$ cat src/rtl/hazard_ctrl.sv
// rtl/hazard_ctrl.sv - pipeline hazard, stall and memory-wait controller for the 5-stage core
//
// Ports:
//   clk, rst                       clock (rising edge), synchronous active-high reset
//   ID_registers_Rs/Rt, ID_uses_Rt source operands of the instruction in ID
//   ID_is_branch, ID_branch_taken  branch in ID and its compare result
//   EX_MemRead, EX_RegWrite,
//   EX_write_reg                   producer in EX
//   MEM_MemRead, MEM_register_Rt   load in MEM
//   mem_busy                       data memory not done this cycle
//   PC_write, IF_ID_write          front-end enables
//   IF_ID_flush, ID_EX_flush       squash IF/ID, bubble into ID/EX
//   pipe_hold                      freeze ID/EX, EX/MEM, MEM/WB
//   fault                          sticky memory-timeout fault
//   stall_cnt, flush_cnt,
//   freeze_cnt                     saturating performance counters
module hazard_ctrl #(
    parameter int CNT_WIDTH   = 16,
    parameter int MEM_TIMEOUT = 64,
    parameter int WAIT_WIDTH  = 7
) (
    input  logic                 clk,
    input  logic                 rst,
    input  logic [4:0]           ID_registers_Rs,
    input  logic [4:0]           ID_registers_Rt,
    input  logic                 ID_uses_Rt,
    input  logic                 ID_is_branch,
    input  logic                 ID_branch_taken,
    input  logic                 EX_MemRead,
    input  logic                 EX_RegWrite,
    input  logic [4:0]           EX_write_reg,
    input  logic                 MEM_MemRead,
    input  logic [4:0]           MEM_register_Rt,
    input  logic                 mem_busy,
    output logic                 PC_write,
    output logic                 IF_ID_write,
    output logic                 IF_ID_flush,
    output logic                 ID_EX_flush,
    output logic                 pipe_hold,
    output logic                 fault,
    output logic [CNT_WIDTH-1:0] stall_cnt,
    output logic [CNT_WIDTH-1:0] flush_cnt,
    output logic [CNT_WIDTH-1:0] freeze_cnt
);

    typedef enum logic [1:0] {
        RUN      = 2'd0,
        MEM_WAIT = 2'd1,
        FAULT    = 2'd2
    } state_t;

    state_t                state, state_nxt;
    logic [WAIT_WIDTH-1:0] wait_cnt, wait_nxt;

    logic ex_match, mem_match;
    logic load_use, br_ex, br_mem, stall, take, freeze;

    // $0 is hardwired, so a producer targeting it never creates a dependency.
    always_comb begin
        ex_match  = (EX_write_reg != 5'd0) &&
                    ((EX_write_reg == ID_registers_Rs) ||
                     (ID_uses_Rt && (EX_write_reg == ID_registers_Rt)));
        mem_match = (MEM_register_Rt != 5'd0) &&
                    ((MEM_register_Rt == ID_registers_Rs) ||
                     (ID_uses_Rt && (MEM_register_Rt == ID_registers_Rt)));
        load_use  = EX_MemRead && ex_match;
        br_ex     = ID_is_branch && EX_RegWrite && ex_match;
        br_mem    = ID_is_branch && MEM_MemRead && mem_match;
        stall     = load_use || br_ex || br_mem;
        // A stalled branch has stale operands; it is re-evaluated once they arrive.
        take      = ID_is_branch && ID_branch_taken && !stall;
        // In the reset cycle outputs behave as if the FSM were already in RUN.
        freeze    = mem_busy || ((state == FAULT) && !rst);
    end

    always_comb begin
        state_nxt = state;
        wait_nxt  = wait_cnt;
        case (state)
            RUN: begin
                if (mem_busy) begin
                    state_nxt = MEM_WAIT;
                    wait_nxt  = WAIT_WIDTH'(1);
                end
            end
            MEM_WAIT: begin
                if (!mem_busy) begin
                    state_nxt = RUN;
                    wait_nxt  = '0;
                end else if (wait_cnt == WAIT_WIDTH'(MEM_TIMEOUT - 1)) begin
                    state_nxt = FAULT;
                end else begin
                    wait_nxt = wait_cnt + WAIT_WIDTH'(1);
                end
            end
            FAULT: begin
                state_nxt = FAULT;
            end
            default: begin
                state_nxt = RUN;
                wait_nxt  = '0;
            end
        endcase
    end

    always_ff @(posedge clk) begin
        if (rst) begin
            state    <= RUN;
            wait_cnt <= '0;
        end else begin
            state    <= state_nxt;
            wait_cnt <= wait_nxt;
        end
    end

    // Freeze keeps both flushes low so the held instruction is not lost.
    always_comb begin
        PC_write    = 1'b1;
        IF_ID_write = 1'b1;
        IF_ID_flush = 1'b0;
        ID_EX_flush = 1'b0;
        pipe_hold   = 1'b0;
        if (freeze) begin
            PC_write    = 1'b0;
            IF_ID_write = 1'b0;
            pipe_hold   = 1'b1;
        end else if (stall) begin
            PC_write    = 1'b0;
            IF_ID_write = 1'b0;
            ID_EX_flush = 1'b1;
        end else if (take) begin
            IF_ID_flush = 1'b1;
        end
    end

    assign fault = (state == FAULT);

    always_ff @(posedge clk) begin
        if (rst) begin
            stall_cnt  <= '0;
            flush_cnt  <= '0;
            freeze_cnt <= '0;
        end else begin
            if (freeze) begin
                if (freeze_cnt != '1) freeze_cnt <= freeze_cnt + CNT_WIDTH'(1);
            end else if (stall) begin
                if (stall_cnt != '1) stall_cnt <= stall_cnt + CNT_WIDTH'(1);
            end else if (take) begin
                if (flush_cnt != '1) flush_cnt <= flush_cnt + CNT_WIDTH'(1);
            end
        end
    end

endmodule
$ cat config.mk
export PLATFORM = sky130hd
export DESIGN_NAME = hazard_ctrl
export DESIGN_NICKNAME = d
export VERILOG_FILES = /design/src/rtl/hazard_ctrl.sv
export SDC_FILE = /design/constraint.sdc
export NUM_CORES = 1
export LEC_CHECK = 0
export ABC_CLOCK_PERIOD_IN_PS = 1900
export CAP_MARGIN = 40
export CELL_PAD_IN_SITES_DETAIL_PLACEMENT = 1
export CELL_PAD_IN_SITES_GLOBAL_PLACEMENT = 1
export CORE_MARGIN = 2
export CORE_UTILIZATION = 33
export CTS_CLUSTER_DIAMETER = 200
export DETAILED_ROUTE_END_ITERATION = 8
export PLACE_DENSITY = 0.83
export SETUP_SLACK_MARGIN = 0.05
export SYNTH_ARGS = -nofsm -noshare
export SYNTH_HDL_FRONTEND = slang
export SYNTH_SLANG_ARGS = --single-unit
$ cat constraint.sdc
create_clock -name clk -period 1.9 [get_ports clk]
set_input_delay 0.19 -clock clk [delete_from_list [all_inputs] [get_ports clk]]
set_output_delay 0.19 -clock clk [all_outputs]
set_load 0.02 [all_outputs]
# Yosys cells after proc, flatten, opt, wreduce, memory -nomap -nowiden
# Cells that the tools add are included.
# totals
word_cells	68
regBits	57
# classes
n_mux	16
n_eq_ne	13
n_addsub	4
reduce_logical	27
n_bitwise	3
# op_table
cell	count
$add 16x1->16 const B	3
$ne 16x16->1 const B	3
$mux 7	3
$pmux 7 s3	1
$eq 5x5->1	4
$logic_and 1x1->1	12
$reduce_bool 5->1	2
$mux 1	8
$add 7x1->7 const B	1
$eq 7x6->1 const B	1
$mux 2	3
$ne 3x3->1 const B	2
$pmux 2 s3	1
$reduce_and 3->1	2
$logic_or 1x1->1	5
$reduce_and 2->1	2
$reduce_and 4->1	1
$not 1->1	3
$eq 2x1->1 const B	1
$eq 2x2->1 const B	1
$logic_not 1->1	2
$logic_not 2->1	1
$ne 2x2->1 const B	1

# Longest topological paths before layout
# Gate-level depths: netlist (run 1).
# logic_depth
depth_word	12
mapped_depth	8
depth_no_buf	7

# Worst setup path after synthesis (run 1)
# OpenSTA, ideal clock, no wires.
# synth_timing
path_type	input port to output port
start	in MEM_register_Rt[0]
end	out PC_write
n_path_buf	1
path_stages	4
arrival_time_ps	1801
required_ps	1710
slack_ps	-91
cell_sequence	or3_1 > o311a_1 > a221oi_1 > buf_4
# synth_between
elab_chain_cells	8
word_cells_on_any_way	10
classes_between	eq/ne: 2; mux: 2; reduce/logical: 6
# synth_lines
element	line_no	rtl
start, declared	33	input logic [4:0] MEM_register_Rt,
$eq 5x5->1	65	(ID_uses_Rt && (MEM_register_Rt == ID_registers_Rt)));
$logic_and 1x1->1	65	
$logic_or 1x1->1	64	((MEM_register_Rt == ID_registers_Rs) ||
$logic_and 1x1->1 (*)	63	mem_match = (MEM_register_Rt != 5'd0) &&
$logic_and 1x1->1 (*)	68	br_mem = ID_is_branch && MEM_MemRead && mem_match;
$logic_or 1x1->1 (*)	69	stall = load_use || br_ex || br_mem;
$mux 1 (*) (2 in a row)	-	
end, declared	35	output logic PC_write,
# Mark *: on every way between the ends. The rest lies on a longest branch, timed or not.

# Worst setup path in the final report (run 1)
# layout_timing
start	in MEM_register_Rt[0]
end	out ID_EX_flush
# layout_between
elab_chain_cells	8
word_cells_on_any_way	10
classes_between	eq/ne: 2; mux: 2; reduce/logical: 6
# layout_lines
element	line_no	rtl
$eq 5x5->1	65	
$logic_and 1x1->1	65	
$logic_or 1x1->1	64	
$logic_and 1x1->1 (*)	63	
$logic_and 1x1->1 (*)	68	
$logic_or 1x1->1 (*)	69	
$mux 1 (*)	127	end else if (stall) begin
$mux 1 (*)	123	if (freeze) begin
end, declared	38	output logic ID_EX_flush,
# Marks and branches as above.

==> flow_summary.json, run 1 <==
{
  "grt_pass1_wl_um": 17700,
  "drt_first_pass_iters": 4,
  "layout_common_cells": "buf_4 (71), clkdlybuf4s50_1 (55), nor2_1 (45), dfxtp_1 (45), xnor2_1 (29)",
  "vdd.ir_drop.worst_v": 0.000529,
  "globalplace.congestion": 0.831,
  "dieArea_um2": 10600,
  "grt_start_max_net_pins": 61,
  "r2r_cells": 8,
  "synth-edff-count": 0,
  "crit_fanout": 4,
  "p_total_mw": 2.73,
  "finalClockSkew_ns": 0.00749,
  "final_common_cell": "buf_4",
  "start_util_pct": 33.5,
  "cts_root_buf": "clkbuf_8",
  "end_kind": "primary output",
  "clock_path_buffers": 2,
  "p_per_area_nw_per_um2": 532,
  "hold_viol_final": 0,
  "place_area_um2": 4610,
  "min-delay-start": "wait_cnt[5]$_SDFFE_PP0P_",
  "report.final.slew_viol_count": 0,
  "die_x_um": 103,
  "fp-row-count": 36,
  "remaining_drc_errors": 0,
  "dp_slack_ns": -0.758,
  "leakage_nw": 1.99,
  "grt_use_total_pct": 21.3,
  "syn_area_um2": 3230,
  "coreArea_um2": 9640,
  "hold_buffers": 0,
  "grt_pass1_vias": 3714,
  "holdPathStages": 2,
  "worst_slew_pin_slew_ns": 0.674,
  "arrival_ns": 1.71,
  "viasPerCell": 5.21,
  "min_period_ns": 1.90,
  "rsz0062_at_grt": "true",
  "finalSetupViolations": 0,
  "syn_nets": 415,
  "regToRegSetupSlack_ns": 0.06,
  "io_buffers": 82,
  "drive_above_1_share_pct": 31.4,
  "synth.distinct_cells": 59,
  "drt-total-wl_um": 11700,
  "synth-warning-count": 0,
  "ios": 83,
  "setup_ws_ns": 0.00143,
  "path_clk_slew_ns": 0.06,
  "numCtsBuffers": 9,
  "holdPathEnd": "wait_cnt[5]$_SDFFE_PP0P_",
  "cts_tree": "yes",
  "worstPathRequired_ns": 1.71,
  "post-route-period-util_pct": 99.9,
  "antenna_found_initial": 0,
  "slew_headroom_pct": 55.0,
  "setup_tns_ns": 0,
  "drv_cap": 0,
  "syn-mean-instance-area_um2": 8.45,
  "status": "completed",
  "syn_inst": 382,
  "insertion_delay_ns": 0.34,
  "vias": 3498,
  "gr-total-overflow": 0,
  "ys_async_sr_fraction_pct": 0,
  "critical_path_class": "primary input to primary output",
  "diodes": 0,
  "finalInstanceArea_um2": 5140,
  "cp-start-kind": "primary input",
  "antenna_left": 0,
  "ys.flop_type": "dfxtp_1",
  "rr_startpoint": "state[0]$_SDFFE_PP0P_",
  "utilization_pct": 53.3,
  "dp_hpwl_um": 7890,
  "synth_seq_cells": 57,
  "hold_path_class": "flip-flop to flip-flop",
  "die_y_um": 103,
  "fmax_ghz": 0.527,
  "nets": 567,
  "syn_to_final_growth_pct": 59.3,
  "timing.rr.end": "stall_cnt[4]$_SDFFE_PP0P_",
  "htreeDepth": 3,
  "routedWlPerCell_um": 17.4,
  "ys_seq_area_share_pct": 35.3,
  "cts.sinks": 57,
  "drt_iter0_drc": 99
}
==> cell type report <==
class,instances,area [um^2]
Clock buffer,13,149
Timing Repair Buffer,155,1370
Sequential cell,57,1160
Clock inverter,3,40.0
Inverter,10,42.5
Fill cell,1147,4500
Tap cell,133,166
Multi-Input combinational cell,301,2210
==> worst max path at each step <==
stage	startpoint	to	slack [ns]	cells past startpoint
floorplan	MEM_register_Rt[0]	stall_cnt[7]$_SDFFE_PP0P_	-0.03	8
global placement	MEM_register_Rt[0]	stall_cnt[9]$_SDFFE_PP0P_	-0.68	8
detailed placement	MEM_register_Rt[0]	stall_cnt[8]$_SDFFE_PP0P_	-0.76	8
CTS	state[0]$_SDFFE_PP0P_	fault	0.04	3
global route	state[1]$_SDFFE_PP0P_	stall_cnt[4]$_SDFFE_PP0P_	-0.03	8
finish	MEM_register_Rt[0]	ID_EX_flush	0.001	7
==> power breakdown <==
group          switching [mW]  internal [mW]  total (mW)  leakage (nW)
clock network           0.492          0.639        1.13        0.0974
registers              0.0103           1.21        1.22         0.466
logic                   0.196          0.189       0.385          1.42
total                   0.698           2.03        2.73          1.99
==> cells in the mapped netlist (3+ instances only) <==
cell type / instances / area share [%]
dfxtp_1: 57 / 35
nor2_1: 45 / 5.2
xnor2_1: 32 / 8.7
nand3_1: 28 / 4.3
nand2_1: 26 / 3.0
a21oi_1: 22 / 3.4
nand4_1: 16 / 3.1
nor2b_1: 14 / 2.7
and3_1: 9 / 1.7
inv_1: 9 / 1.0
xor2_1: 9 / 2.4
clkbuf_1: 8 / 0.93
nor3_1: 7 / 1.1
o31ai_1: 7 / 1.6
or4_1: 7 / 1.6
and2_1: 5 / 0.97
and4_1: 5 / 1.4
o21ai_0: 5 / 0.78
or3_1: 5 / 0.97
ha_1: 4 / 1.6
mux2_2: 4 / 1.4
nor4_1: 4 / 0.78
mux2_1: 3 / 1.0
mux2_4: 3 / 1.4
or2_2: 3 / 0.58
==> repair_timing <==
item	4_1_cts	5_1_grt
pin swaps	17	27
setup endpoints to repair	39	41
gates cloned	1	1
buffers inserted	1	8
gates resized for setup	73	52
==> metal layers <==
| layer | track usage, % | vias up | routed length (um) |
|---|---|---|---|
| met3 | 3.80 | 19 | 523 |
| met1 | 24.7 | 1718 | 4830 |
| li1 | - | 1678 | - |
| met2 | 38.4 | 83 | 6060 |
| met4 | 9.21 | 0 | 266 |
| met5 | 0 | - | 0 |
==> cell families after synthesis <==
| group | synth area share (%) |
|---|---|
| AND/OR/NAND/NOR | 30.5 |
| AO/OA/AOI/OAI | 13.2 |
| flip-flops | 35.3 |
| XOR/XNOR | 11.1 |
| buffers and inverters | 3.76 |
| multiplexers | 4.46 |
| adder cells (fa/ha/maj) | 1.55 |
==> critical path, stage by stage <==
cell     delay, ns
buf_6         0.10
or3_4         0.38
o311a_4       0.38
and2_4        0.15
a22oi_4       0.32
inv_6         0.05
buf_6         0.14
==> registers in the layout, indices dropped and copies added (netlist names) <==
| name | flops |
|---|---|
| flush_cnt | 16 |
| freeze_cnt | 16 |
| stall_cnt | 16 |
| wait_cnt | 7 |
| state | 2 |
==> through the flow <==
step           hold WS [ns]  cells
2_1_floorplan         0.431    382
3_3_place_gp          0.468    645
3_5_place_dp          0.491    645
4_1_cts               0.501    663
5_1_grt               0.538    672
6_report              0.496    672
Power figures use the tool's default switching activity.
==> run 2: changes to the inputs <==
--- a/config.mk
+++ b/config.mk
@@ -11,7 +11,7 @@
 export CELL_PAD_IN_SITES_GLOBAL_PLACEMENT = 1
 export CORE_MARGIN = 2
 export CORE_UTILIZATION = 33
-export CTS_CLUSTER_DIAMETER = 200
+export CTS_CLUSTER_DIAMETER = 50
 export DETAILED_ROUTE_END_ITERATION = 8
 export PLACE_DENSITY = 0.83
 export SETUP_SLACK_MARGIN = 0.05
==> results of run 2 <==
Final layout, timing and power as in run 1 (identical DEF).
==> run 3: changes to the inputs <==
--- a/config.mk
+++ b/config.mk
@@ -12,9 +12,12 @@
 export CORE_MARGIN = 2
 export CORE_UTILIZATION = 33
 export CTS_CLUSTER_DIAMETER = 50
+export CTS_CLUSTER_SIZE = 20
 export DETAILED_ROUTE_END_ITERATION = 8
+export HOLD_SLACK_MARGIN = 0.12
 export PLACE_DENSITY = 0.83
 export SETUP_SLACK_MARGIN = 0.05
 export SYNTH_ARGS = -nofsm -noshare
 export SYNTH_HDL_FRONTEND = slang
 export SYNTH_SLANG_ARGS = --single-unit
+export TNS_END_PERCENT = 1
==> flow_summary.json, run 3 (synthesis results as in run 1) <==
{
  "remaining_drc_errors": 0,
  "crit_chain": "dlygate4sd2_1 -> buf_4 -> xnor2_2 -> nand2_2 -> o22ai_4 -> a22oi_4 -> buf_6 -> buf_16 -> or4_4 -> a21oi_2",
  "slew_headroom_pct": 56.9,
  "fmax_ghz": 0.520,
  "gr-total-overflow": 0,
  "reg_top3": "flush_cnt x16, freeze_cnt x16, stall_cnt x16",
  "crit_fanout": 4,
  "vias": 3545,
  "viasPerCell": 5.20,
  "coreArea_um2": 9640,
  "grt_start_max_net_pins": 61,
  "syn_to_final_growth_pct": 61.0,
  "r2r_cells": 8,
  "p_per_area_nw_per_um2": 527,
  "numCtsBuffers": 9,
  "setup_ws_ns": -0.0213,
  "diodes": 0,
  "end_kind": "flip-flop",
  "drt-total-wl_um": 11600,
  "finalInstanceArea_um2": 5200,
  "leakage_nw": 2.02,
  "holdPathStages": 2,
  "post-route-period-util_pct": 101,
  "holdPathEnd": "wait_cnt[5]$_SDFFE_PP0P_",
  "final_common_cell": "buf_4",
  "antenna_found_initial": 0,
  "cts.sinks": 57,
  "path_clk_slew_ns": 0.06,
  "critical_path_class": "primary input to flip-flop",
  "cts_root_buf": "clkbuf_8",
  "finalSetupViolations": 2,
  "min-delay-start": "wait_cnt[5]$_SDFFE_PP0P_",
  "ios": 83,
  "regToRegSetupSlack_ns": 0.01,
  "critPathMaxStageDelay_ns": 0.50,
  "die_y_um": 103,
  "insertion_delay_ns": 0.36,
  "clock_path_buffers": 2,
  "dp_slack_ns": -0.672,
  "routedWlPerCell_um": 17.0,
  "worst_slew_pin_slew_ns": 0.646,
  "vdd.ir_drop.worst_v": 0.000343,
  "final-instance-count-excl-fill": 682,
  "dp_cells": 654,
  "dp_hpwl_um": 8030,
  "violations": "setup timing",
  "nets": 577,
  "layout_common_cells": "buf_4 (79), clkdlybuf4s50_1 (55), dfxtp_1 (50)",
  "globalplace.congestion": 0.844,
  "drive_above_1_share_pct": 32.8,
  "rsz0062_at_grt": "true",
  "grt_pass1_wl_um": 17800,
  "worstPathRequired_ns": 2.19,
  "grt_pass1_vias": 3769,
  "fp-row-count": 36,
  "drt_first_pass_iters": 4,
  "crit_family": "buffers and inverters",
  "hold_path_class": "flip-flop to flip-flop",
  "io_buffers": 82,
  "drv_cap": 0,
  "start_util_pct": 33.5,
  "rr_startpoint": "state[1]$_SDFFE_PP0P_",
  "drt_iter0_drc": 120,
  "dieArea_um2": 10600,
  "cp-start-kind": "primary input",
  "timing.rr.end": "stall_cnt[15]$_SDFFE_PP0P_",
  "htreeDepth": 3,
  "min_period_ns": 1.92,
  "crit_slowest_cell": "or4_4",
  "die_x_um": 103,
  "path_buf_inv": 4,
  "setup_tns_ns": -0.0244,
  "finalClockSkew_ns": 0.0102,
  "seqCellArea_um2": 1150,
  "status": "finished, violations left",
  "report.final.slew_viol_count": 0,
  "place_area_um2": 4670,
  "fillers": 1150,
  "cts_tree": "yes",
  "grt_use_total_pct": 21.7,
  "antenna_left": 0,
  "hold_viol_final": 0,
  "arrival_ns": 2.21,
  "p_total_mw": 2.74,
  "multi_input_comb_area_um2": 2180
}
==> run 3: changes by cell type in the layout (fill, tap and decap cells not counted), sizes merged <==
cell and delta:
bufinv -1, dlygate4sd2 -1, buf +14, clkdlybuf4s15 +2
clkbuf -4
==> run 3: layer usage <==
| layer | share of wire, % | vias up | track usage (%) |
|---|---|---|---|
| met5 | 0 | - | 0 |
| met2 | 51 | 89 | 39.6 |
| met4 | 3.1 | 0 | 10.5 |
| met3 | 4.7 | 27 | 4.20 |
| li1 | - | 1701 | - |
| met1 | 41 | 1728 | 24.1 |
==> run 3: per-stage QoR <==
stage	util, %	hold slack [ns]
floorplan	-	0.431
global placement	48.4	0.466
detailed placement	48.4	0.484
CTS	52.6	0.492
global route	53.9	0.528
finish	53.9	0.496
==> run 3: area by class of cell <==
| class | count | area share, % |
|---|---|---|
| Multi-Input combinational cell | 301 | 41.9 |
| Timing Repair Buffer | 165 | 28.3 |
| Sequential cell | 57 | 22.1 |
| Clock buffer | 14 | 3.52 |
| Tap cell | 133 | 3.20 |
| Inverter | 10 | 0.771 |
| Clock inverter | 2 | 0.193 |
==> run 3: worst max-delay path by stage <==
| stage | cells past startpoint | start | slack [ns] | end |
|---|---|---|---|---|
| finish | 10 | ID_registers_Rs[0] | -0.02 | stall_cnt[15]$_SDFFE_PP0P_ |
| global route | 9 | ID_is_branch | -0.08 | flush_cnt[8]$_SDFFE_PP0P_ |
| CTS | 7 | MEM_register_Rt[1] | 0.006 | ID_EX_flush |
| detailed placement | 9 | ID_registers_Rs[0] | -0.67 | stall_cnt[9]$_SDFFE_PP0P_ |
| global placement | 7 | MEM_register_Rt[1] | -0.62 | ID_EX_flush |
| floorplan | 8 | MEM_register_Rt[0] | -0.04 | stall_cnt[7]$_SDFFE_PP0P_ |
==> run 3: power by group <==
| group | total (mW) | internal, mW | switching (mW) |
|---|---|---|---|
| clock network | 1.11 | 0.612 | 0.497 |
| registers | 1.22 | 1.21 | 0.0102 |
| logic | 0.414 | 0.208 | 0.206 |
| total | 2.74 | 2.03 | 0.713 |
==> run 3: repair_timing <==
action,in CTS,in global routing
pin swaps,24,18
cloned,2,0
buffers inserted,9,2
gates resized for setup,88,40
hold buffers,0,0
setup endpoints to repair,36,54
==> run 3: worst register-to-register path: cells and delay by family, from the launching register on <==
family,cells,cell delay (ns)
AOI/OAI and AO/OA,2,0.24
buffers and inverters,2,0.29
DFF,1,0.33
and+or+nand+nor,4,0.97
